## src/rtl/mem_port_arbiter_if.sv

```systemverilog
// mem_port_arbiter_if: IFU, LSU and memory-port signals shared by the arbiter
interface mem_port_arbiter_if #(
    parameter int AW = 32,
    parameter int DW = 32
) ();
    logic          ifu_req_valid;
    logic          ifu_req_ready;
    logic [AW-1:0] ifu_addr;
    logic          ifu_resp_valid;
    logic [DW-1:0] ifu_rdata;
    logic          ifu_err;
    logic          lsu_req_valid;
    logic          lsu_req_ready;
    logic [AW-1:0] lsu_addr;
    logic          lsu_wen;
    logic [DW-1:0] lsu_wdata;
    logic [3:0]    lsu_wmask;
    logic          lsu_resp_valid;
    logic [DW-1:0] lsu_rdata;
    logic          lsu_err;
    logic          mem_req_valid;
    logic          mem_req_ready;
    logic [AW-1:0] mem_addr;
    logic          mem_wen;
    logic [DW-1:0] mem_wdata;
    logic [3:0]    mem_wmask;
    logic          mem_resp_valid;
    logic [DW-1:0] mem_rdata;

    // environment side: requesters and memory model
    modport master (
        output ifu_req_valid, ifu_addr,
        input  ifu_req_ready, ifu_resp_valid, ifu_rdata, ifu_err,
        output lsu_req_valid, lsu_addr, lsu_wen, lsu_wdata, lsu_wmask,
        input  lsu_req_ready, lsu_resp_valid, lsu_rdata, lsu_err,
        input  mem_req_valid, mem_addr, mem_wen, mem_wdata, mem_wmask,
        output mem_req_ready, mem_resp_valid, mem_rdata
    );

    // arbiter side
    modport slave (
        input  ifu_req_valid, ifu_addr,
        output ifu_req_ready, ifu_resp_valid, ifu_rdata, ifu_err,
        input  lsu_req_valid, lsu_addr, lsu_wen, lsu_wdata, lsu_wmask,
        output lsu_req_ready, lsu_resp_valid, lsu_rdata, lsu_err,
        output mem_req_valid, mem_addr, mem_wen, mem_wdata, mem_wmask,
        input  mem_req_ready, mem_resp_valid, mem_rdata
    );
endinterface

```

## src/rtl/mem_port_arbiter.sv

```systemverilog
// mem_port_arbiter: round-robin IFU/LSU sharing of one memory port, one outstanding transaction, response timeout
module mem_port_arbiter #(
    parameter int AW      = 32,
    parameter int DW      = 32,
    parameter int TIMEOUT = 255
) (
    input logic               clk,
    input logic               rst,
    mem_port_arbiter_if.slave bus
);
    typedef enum logic [1:0] {IDLE, ISSUE, WAIT} state_t;

    state_t        state_q, state_d;
    logic          owner_q, owner_d;
    logic          last_q, last_d;
    logic [AW-1:0] addr_q, addr_d;
    logic          wen_q, wen_d;
    logic [DW-1:0] wdata_q, wdata_d;
    logic [3:0]    wmask_q, wmask_d;
    logic [15:0]   cnt_q, cnt_d;
    logic          ifu_rv_q, ifu_rv_d, lsu_rv_q, lsu_rv_d;
    logic [DW-1:0] ifu_rdata_q, ifu_rdata_d, lsu_rdata_q, lsu_rdata_d;
    logic          ifu_err_q, ifu_err_d, lsu_err_q, lsu_err_d;
    logic          gnt_ifu, gnt_lsu, tout;
    logic [DW-1:0] rdata_n;

    // on a tie the requester that did not win last time gets the port
    always_comb begin
        gnt_lsu = bus.lsu_req_valid && (!bus.ifu_req_valid || !last_q);
        gnt_ifu = bus.ifu_req_valid && !gnt_lsu;
    end

    assign bus.ifu_req_ready  = (state_q == IDLE) && gnt_ifu;
    assign bus.lsu_req_ready  = (state_q == IDLE) && gnt_lsu;
    assign bus.mem_req_valid  = (state_q == ISSUE);
    assign bus.mem_addr       = addr_q;
    assign bus.mem_wen        = wen_q;
    assign bus.mem_wdata      = wdata_q;
    assign bus.mem_wmask      = wmask_q;
    assign bus.ifu_resp_valid = ifu_rv_q;
    assign bus.ifu_rdata      = ifu_rdata_q;
    assign bus.ifu_err        = ifu_err_q;
    assign bus.lsu_resp_valid = lsu_rv_q;
    assign bus.lsu_rdata      = lsu_rdata_q;
    assign bus.lsu_err        = lsu_err_q;

    // next state, payload capture, timeout counting and response generation
    always_comb begin
        state_d     = state_q;
        owner_d     = owner_q;
        last_d      = last_q;
        addr_d      = addr_q;
        wen_d       = wen_q;
        wdata_d     = wdata_q;
        wmask_d     = wmask_q;
        cnt_d       = cnt_q;
        ifu_rv_d    = 1'b0;
        ifu_rdata_d = '0;
        ifu_err_d   = 1'b0;
        lsu_rv_d    = 1'b0;
        lsu_rdata_d = '0;
        lsu_err_d   = 1'b0;
        tout        = (cnt_q == 16'(TIMEOUT - 1));
        rdata_n     = (bus.mem_resp_valid && !wen_q) ? bus.mem_rdata : '0;
        case (state_q)
            IDLE: if (gnt_ifu || gnt_lsu) begin
                owner_d = gnt_lsu;
                last_d  = gnt_lsu;
                addr_d  = gnt_lsu ? bus.lsu_addr : bus.ifu_addr;
                wen_d   = gnt_lsu && bus.lsu_wen;
                wdata_d = gnt_lsu ? bus.lsu_wdata : '0;
                wmask_d = (gnt_lsu && bus.lsu_wen) ? bus.lsu_wmask : 4'b0;
                state_d = ISSUE;
            end
            ISSUE: if (bus.mem_req_ready) begin
                cnt_d   = '0;
                state_d = WAIT;
            end
            WAIT: if (bus.mem_resp_valid || tout) begin
                ifu_rv_d    = !owner_q;
                ifu_rdata_d = owner_q ? '0 : rdata_n;
                ifu_err_d   = !owner_q && !bus.mem_resp_valid;
                lsu_rv_d    = owner_q;
                lsu_rdata_d = owner_q ? rdata_n : '0;
                lsu_err_d   = owner_q && !bus.mem_resp_valid;
                state_d     = IDLE;
            end else begin
                cnt_d = cnt_q + 16'd1;
            end
            default: state_d = IDLE;
        endcase
    end

    // state and registered outputs
    always_ff @(posedge clk) begin
        if (rst) begin
            state_q     <= IDLE;
            owner_q     <= 1'b0;
            last_q      <= 1'b0;
            addr_q      <= '0;
            wen_q       <= 1'b0;
            wdata_q     <= '0;
            wmask_q     <= 4'b0;
            cnt_q       <= '0;
            ifu_rv_q    <= 1'b0;
            ifu_rdata_q <= '0;
            ifu_err_q   <= 1'b0;
            lsu_rv_q    <= 1'b0;
            lsu_rdata_q <= '0;
            lsu_err_q   <= 1'b0;
        end else begin
            state_q     <= state_d;
            owner_q     <= owner_d;
            last_q      <= last_d;
            addr_q      <= addr_d;
            wen_q       <= wen_d;
            wdata_q     <= wdata_d;
            wmask_q     <= wmask_d;
            cnt_q       <= cnt_d;
            ifu_rv_q    <= ifu_rv_d;
            ifu_rdata_q <= ifu_rdata_d;
            ifu_err_q   <= ifu_err_d;
            lsu_rv_q    <= lsu_rv_d;
            lsu_rdata_q <= lsu_rdata_d;
            lsu_err_q   <= lsu_err_d;
        end
    end
endmodule

```

## src/flat_wrapper.sv

```systemverilog
// flat-port wrapper written by rule: the top's interface ports become plain ports
module mem_port_arbiter_flat 
#(
    parameter int AW      = 32,
    parameter int DW      = 32,
    parameter int TIMEOUT = 255
)
  (clk, rst, bus_ifu_req_valid, bus_ifu_addr, bus_ifu_req_ready, bus_ifu_resp_valid, bus_ifu_rdata, bus_ifu_err, bus_lsu_req_valid, bus_lsu_addr, bus_lsu_wen, bus_lsu_wdata, bus_lsu_wmask, bus_lsu_req_ready, bus_lsu_resp_valid, bus_lsu_rdata, bus_lsu_err, bus_mem_req_valid, bus_mem_addr, bus_mem_wen, bus_mem_wdata, bus_mem_wmask, bus_mem_req_ready, bus_mem_resp_valid, bus_mem_rdata);
  mem_port_arbiter_if #(.AW(AW), .DW(DW)) bus_i ();
  input logic clk;
  input logic rst;
  input wire logic [$bits(bus_i.ifu_req_valid)-1:0] bus_ifu_req_valid;
  input wire logic [$bits(bus_i.ifu_addr)-1:0] bus_ifu_addr;
  output wire logic [$bits(bus_i.ifu_req_ready)-1:0] bus_ifu_req_ready;
  output wire logic [$bits(bus_i.ifu_resp_valid)-1:0] bus_ifu_resp_valid;
  output wire logic [$bits(bus_i.ifu_rdata)-1:0] bus_ifu_rdata;
  output wire logic [$bits(bus_i.ifu_err)-1:0] bus_ifu_err;
  input wire logic [$bits(bus_i.lsu_req_valid)-1:0] bus_lsu_req_valid;
  input wire logic [$bits(bus_i.lsu_addr)-1:0] bus_lsu_addr;
  input wire logic [$bits(bus_i.lsu_wen)-1:0] bus_lsu_wen;
  input wire logic [$bits(bus_i.lsu_wdata)-1:0] bus_lsu_wdata;
  input wire logic [$bits(bus_i.lsu_wmask)-1:0] bus_lsu_wmask;
  output wire logic [$bits(bus_i.lsu_req_ready)-1:0] bus_lsu_req_ready;
  output wire logic [$bits(bus_i.lsu_resp_valid)-1:0] bus_lsu_resp_valid;
  output wire logic [$bits(bus_i.lsu_rdata)-1:0] bus_lsu_rdata;
  output wire logic [$bits(bus_i.lsu_err)-1:0] bus_lsu_err;
  output wire logic [$bits(bus_i.mem_req_valid)-1:0] bus_mem_req_valid;
  output wire logic [$bits(bus_i.mem_addr)-1:0] bus_mem_addr;
  output wire logic [$bits(bus_i.mem_wen)-1:0] bus_mem_wen;
  output wire logic [$bits(bus_i.mem_wdata)-1:0] bus_mem_wdata;
  output wire logic [$bits(bus_i.mem_wmask)-1:0] bus_mem_wmask;
  input wire logic [$bits(bus_i.mem_req_ready)-1:0] bus_mem_req_ready;
  input wire logic [$bits(bus_i.mem_resp_valid)-1:0] bus_mem_resp_valid;
  input wire logic [$bits(bus_i.mem_rdata)-1:0] bus_mem_rdata;
  assign bus_i.ifu_req_valid = bus_ifu_req_valid;
  assign bus_i.ifu_addr = bus_ifu_addr;
  assign bus_ifu_req_ready = bus_i.ifu_req_ready;
  assign bus_ifu_resp_valid = bus_i.ifu_resp_valid;
  assign bus_ifu_rdata = bus_i.ifu_rdata;
  assign bus_ifu_err = bus_i.ifu_err;
  assign bus_i.lsu_req_valid = bus_lsu_req_valid;
  assign bus_i.lsu_addr = bus_lsu_addr;
  assign bus_i.lsu_wen = bus_lsu_wen;
  assign bus_i.lsu_wdata = bus_lsu_wdata;
  assign bus_i.lsu_wmask = bus_lsu_wmask;
  assign bus_lsu_req_ready = bus_i.lsu_req_ready;
  assign bus_lsu_resp_valid = bus_i.lsu_resp_valid;
  assign bus_lsu_rdata = bus_i.lsu_rdata;
  assign bus_lsu_err = bus_i.lsu_err;
  assign bus_mem_req_valid = bus_i.mem_req_valid;
  assign bus_mem_addr = bus_i.mem_addr;
  assign bus_mem_wen = bus_i.mem_wen;
  assign bus_mem_wdata = bus_i.mem_wdata;
  assign bus_mem_wmask = bus_i.mem_wmask;
  assign bus_i.mem_req_ready = bus_mem_req_ready;
  assign bus_i.mem_resp_valid = bus_mem_resp_valid;
  assign bus_i.mem_rdata = bus_mem_rdata;
  mem_port_arbiter #(.AW(AW), .DW(DW), .TIMEOUT(TIMEOUT)) u_core (.clk(clk), .rst(rst), .bus(bus_i));
endmodule
```

## config.mk

```make
export PLATFORM = sky130hd
export DESIGN_NAME = mem_port_arbiter_flat
export DESIGN_NICKNAME = d
export VERILOG_FILES = /design/src/rtl/mem_port_arbiter_if.sv /design/src/rtl/mem_port_arbiter.sv /design/src/flat_wrapper.sv
export SDC_FILE = /design/constraint.sdc
export NUM_CORES = 1
export LEC_CHECK = 0
export CAP_MARGIN = 15
export CORE_AREA = 2 2 110 112
export CTS_CLUSTER_DIAMETER = 60
export DETAILED_ROUTE_END_ITERATION = 12
export DIE_AREA = 0 0 112 114
export DONT_BUFFER_PORTS = 1
export PLACE_DENSITY = 0.66
export REMOVE_ABC_BUFFERS = 1
export SLEW_MARGIN = 20
export SYNTH_ARGS = -nofsm -noshare
export SYNTH_HDL_FRONTEND = slang
export SYNTH_SLANG_ARGS = --single-unit
```

## constraint.sdc

```tcl
create_clock -name clk -period 1.8 [get_ports clk]
set_input_delay 0.45 -clock clk [delete_from_list [all_inputs] [get_ports clk]]
set_output_delay 0.45 -clock clk [all_outputs]
set_load 0.01 [all_outputs]
```

=== Word-level counts from Yosys, hierarchy flattened ===
Cells that the tools add are included.
W data, S select, Z words.

* Register bits: 156
* Output and inout bits: 140
* Input port bits: 139

* Add/subtract/negate cells: 1
* Muxes and demuxes: 11
* Reduce and logical (&&, ||, !) cells: 24
* Eq/ne operators: 7
* Bitwise logic cells: 3

{| class="wikitable"
|+ Operators with widths
! kind !! count
|-
| $mux W32 || 3
|-
| $mux W16 || 2
|-
| $pmux W16 S2 || 1
|-
| $add A16 B1 Y16 const B || 1
|-
| $eq A16 B8 Y1 const B || 1
|-
| $logic_and A1 B1 Y1 || 8
|-
| $reduce_or A4 Y1 || 2
|-
| $mux W2 || 3
|-
| $pmux W2 S3 || 1
|-
| $reduce_and A3 Y1 || 2
|-
| $logic_not A1 Y1 || 5
|-
| $mux W4 || 1
|-
| $ne A2 B1 Y1 const B || 2
|-
| $ne A2 B2 Y1 const B || 2
|-
| $logic_or A1 B1 Y1 || 3
|-
| $not A1 Y1 || 3
|-
| $reduce_or A3 Y1 || 1
|-
| $eq A2 B1 Y1 const B || 1
|-
| $eq A2 B2 Y1 const B || 1
|-
| $logic_not A2 Y1 || 1
|-
| $reduce_and A2 Y1 || 1
|-
| $reduce_bool A2 Y1 || 1
|}

=== Depth between registers and ports, before layout ===
* Word-level depth: 8
* Mapped depth: 8

=== Worst setup path after synthesis ===
No wires, ideal clock.

* Path kind: register to register
* From: register u_core.cnt_q[1]
* To: register u_core.cnt_q[14]
* Path buffers: 0
* Slack: 0.077 ns
* Stages on the path, launching flop included: 7
* Required time: 1.699 ns
* Arrival: 1.622 ns
* Cells stage by stage: dfxtp_1 ha_1 nor4b_2 nand4_2 a211oi_4 o21ai_0 o41ai_1

* Cells in the longest elaborated chain, start to end: 4

{| class="wikitable"
|+ RTL lines
! item !! RTL line !! source
|-
| start, declared || mem_port_arbiter.sv:20 || <nowiki>logic [15:0] cnt_q, cnt_d;</nowiki>
|-
| start signal, assigned || mem_port_arbiter.sv:119 || <nowiki>cnt_q <= cnt_d;</nowiki>
|-
| branches (longest 4 deep; another with $add A16 B1 Y16) || - ||
|}

Several ways; the timed one is not identified. The select of a mux whose other input is x is not followed.
A chain may end at the register's enable or synchronous reset.

==> impl_metrics.env <==
export IMPL_status="completed"
export IMPL_area_growth_pct=18.0
export IMPL_dp_hpwl_um=9390
export IMPL_ys_seq_area_share_pct=55.7
export IMPL_dpl_cell_area_um2=5870
export IMPL_grt_usage_pct=20.6
export IMPL_critical_path_class="flip-flop to output port"
export IMPL_syn_area_um2=5610
export IMPL_holdBufCountCts=0
export IMPL_relSlewSlack_pct=73.3
export IMPL_fin_area_um2=6620
export IMPL_p_per_area_nw_per_um2=1200
export IMPL_worstPathArrival_ns=1.29
export IMPL_fin_crit_ns=1.74
export IMPL_timing_final_setup_violations=0
export IMPL_cp_common_cell="buf_4"
export IMPL_fin_ws_ns=0.0648
export IMPL_tritoncts="yes"
export IMPL_start_util_pct=47.9
export IMPL_rows=40
export IMPL_fin_crit_sh_pct=96.4
export IMPL_peakVddDrop_mv=0.852
export IMPL_holdWs_ns=0.103
export IMPL_clock_latency_ns=0.41
export IMPL_hp_class="primary input to flip-flop"
export IMPL_drv_cap=0
export IMPL_avgSynthCellArea_um2=9.64
export IMPL_required_ns=1.35
export IMPL_dr_pass1_iters=4
export IMPL_ant_nets=0
export IMPL_drt_total_wl_um=13900
export IMPL_cpMaxStageDelayCell="dfxtp_2"
export IMPL_cp_top_family="buffers and inverters"
export IMPL_cts_made_buffers=17
export IMPL_port_buffers=0
export IMPL_vias_per_cell=5.58
export IMPL_dp_slack_ns=0.0110
export IMPL_antenna_found_initial=0
export IMPL_die_h_um=114
export IMPL_root_buffer="clkbuf_16"
export IMPL_finalHoldViolCount=0
export IMPL_fillCellCount=1004
export IMPL_netlist_instances=582
export IMPL_crit_buf_inv=3
export IMPL_drive_above_1_share_pct=13.0
export IMPL_synth_cell_type_count=44
export IMPL_slew_viol_final=0
export IMPL_place_gp_congestion=0.860
export IMPL_synth_edf_count=0
export IMPL_clk_pin_slew_ns=0.06
export IMPL_route_detailed_drc=0
export IMPL_ys_ff_latch=156
export IMPL_rsz0062_at_grt="true"
export IMPL_ys_async_sr_fraction_pct=0
export IMPL_grt_max_degree=83
export IMPL_num_vias=4174
export IMPL_grt_ovfl_total=0
export IMPL_num_antenna_cells=0
export IMPL_synth_ff_type="dfxtp_1"
export IMPL_htreeDepth=4
export IMPL_crit_chain="a21boi_4 -> buf_4 -> buf_12 -> nor2_1 -> buf_4"
export IMPL_path_max_fanout=2
export IMPL_fp_dieArea_um2=12800
export IMPL_final_nets=729
export IMPL_end_kind="output port"
export IMPL_synth_area_leaders="dfxtp_1, and2_1, mux2i_1, a211oi_1, a21oi_1"
export IMPL_leakagePower_nw=2.60
export IMPL_cts_path_max_buffers=2
export IMPL_crit_path_max_incr_delay_ns=0.35
export IMPL_yosysWarnings=0
export IMPL_fin_util_pct=56.5
export IMPL_yosysTopAreaCellShare_pct=55.7
export IMPL_wire_per_inst_um=18.6
export IMPL_synth_top_cell_by_area="dfxtp_1"
export IMPL_grt_first_pass_wirelength_um=20800
export IMPL_ios=279
export IMPL_fin_tns_setup_ns=0
export IMPL_fmax_mhz=576
export IMPL_grt_pass1_vias=3984
export IMPL_drt_initial_drc_count=229
export IMPL_clkSinkCount=156
export IMPL_fin_worst_skew_ns=0.00993
export IMPL_startpoint_type="flip-flop"
export IMPL_worst_pin_slew_ns=0.401
export IMPL_fp_dieW_um=112
export IMPL_core_um2=11700
-- registers in the layout, summed over array words and instances (netlist names) --
signal	count
u_core.bus.ifu_rdata	32
u_core.bus.lsu_rdata	32
u_core.bus.mem_addr	32
u_core.bus.mem_wdata	32
u_core.cnt_q	16
u_core.bus.mem_wmask	4
u_core.state_q	2
u_core.bus.ifu_err	1
u_core.bus.ifu_resp_valid	1
u_core.bus.lsu_err	1
u_core.bus.lsu_resp_valid	1
u_core.bus.mem_wen	1
u_core.owner_q	1
-- power breakdown --
part,switching (mW),total (mW),internal (mW)
sequential,0.190,3.80,3.61
combinational,0.350,0.627,0.277
clock,1.45,3.52,2.08
total,1.99,7.95,5.97
-- synth_stat cells, drive strengths merged (2+ instances only) --
cell / instances
inv: 3
nand2: 44
a211oi: 34
and2: 65
nor4b: 2
ha: 2
clkbuf: 25
and4: 4
nor2: 44
o31ai: 6
nand2b: 2
nor4: 3
nor3: 4
or3: 2
dfxtp: 156
a31oi: 4
o21ai: 12
nand3: 47
nand4b: 2
and3: 5
mux2i: 32
buf: 20
nand4: 3
a21oi: 49
-- logic make-up after synthesis --
logic type                 after synthesis  synth area share, %
and+or+nand+nor                        231                 21.9
xor gates and xnor gates                 1                0.156
muxes                                   32                 5.71
adders and majority gates                2                0.446
DFF                                    156                 55.7
buffers and inverters                   48                 3.59
AOI/OAI and AO/OA                      112                 12.5
-- per-layer routing --
| layer | global-route usage [%] | part of all wire, % |
|---|---|---|
| met4 | 7.56 | 1.1 |
| met2 | 36.0 | 52 |
| met5 | 0 | 0 |
| met3 | 8.13 | 8.8 |
| met1 | 23.0 | 38 |
-- what timing repair did --
item / 4_1_cts / 5_1_grt
gates cloned: 2 / 1
endpoints found under the setup margin: 3 / 17
gates resized for setup: 3 / 10
setup buffers: 3 / 1
pin swaps: 1 / 3
-- through the flow --
step | instances | power, mW
floorplan | 537 | 4.25
global placement | 709 | 4.41
detailed placement | 709 | 4.43
CTS | 746 | 8.00
global route | 748 | 8.24
finish | 748 | 7.95
-- cell usage in the layout (no fill, tap or decap), types with 3 or more instances in the layout --
cell type,count
buf_4,23
and3_1,3
a21oi_1,48
nor2_1,42
nand3_1,47
and4_1,4
mux2i_1,32
o21ai_0,9
and2_1,65
clkinvlp_4,3
nand2_1,42
dfxtp_1,155
clkbuf_16,18
o21ai_1,3
a31oi_1,4
o31ai_1,6
inv_6,4
buf_12,5
a211oi_1,33
nor3_1,4
-- path summary, 6_finish.rpt --
check / endpoint / slack, ns / cells after the start / startpoint
setup / recovery: bus_ifu_req_ready / 0.06 / 5 / u_core.owner_q
hold / removal: u_core.bus.mem_addr[31] / 0.10 / 1 / rst
setup reg to reg: u_core.cnt_q[14] / 0.08 / 8 / u_core.cnt_q[0]
hold reg to reg: u_core.bus.mem_wdata[23] / 0.51 / 2 / u_core.bus.mem_wdata[23]
-- cell type report --
class	instances	area [um2]	share of cell area [%]
clock inverter	13	154	2.32
tap	147	184	2.78
multi-input combinational	378	2340	35.3
clock buffer	19	433	6.54
sequential	156	3120	47.2
timing repair buffer	32	374	5.65
inverter	3	13.8	0.208
Power figures use the tool's default switching activity.
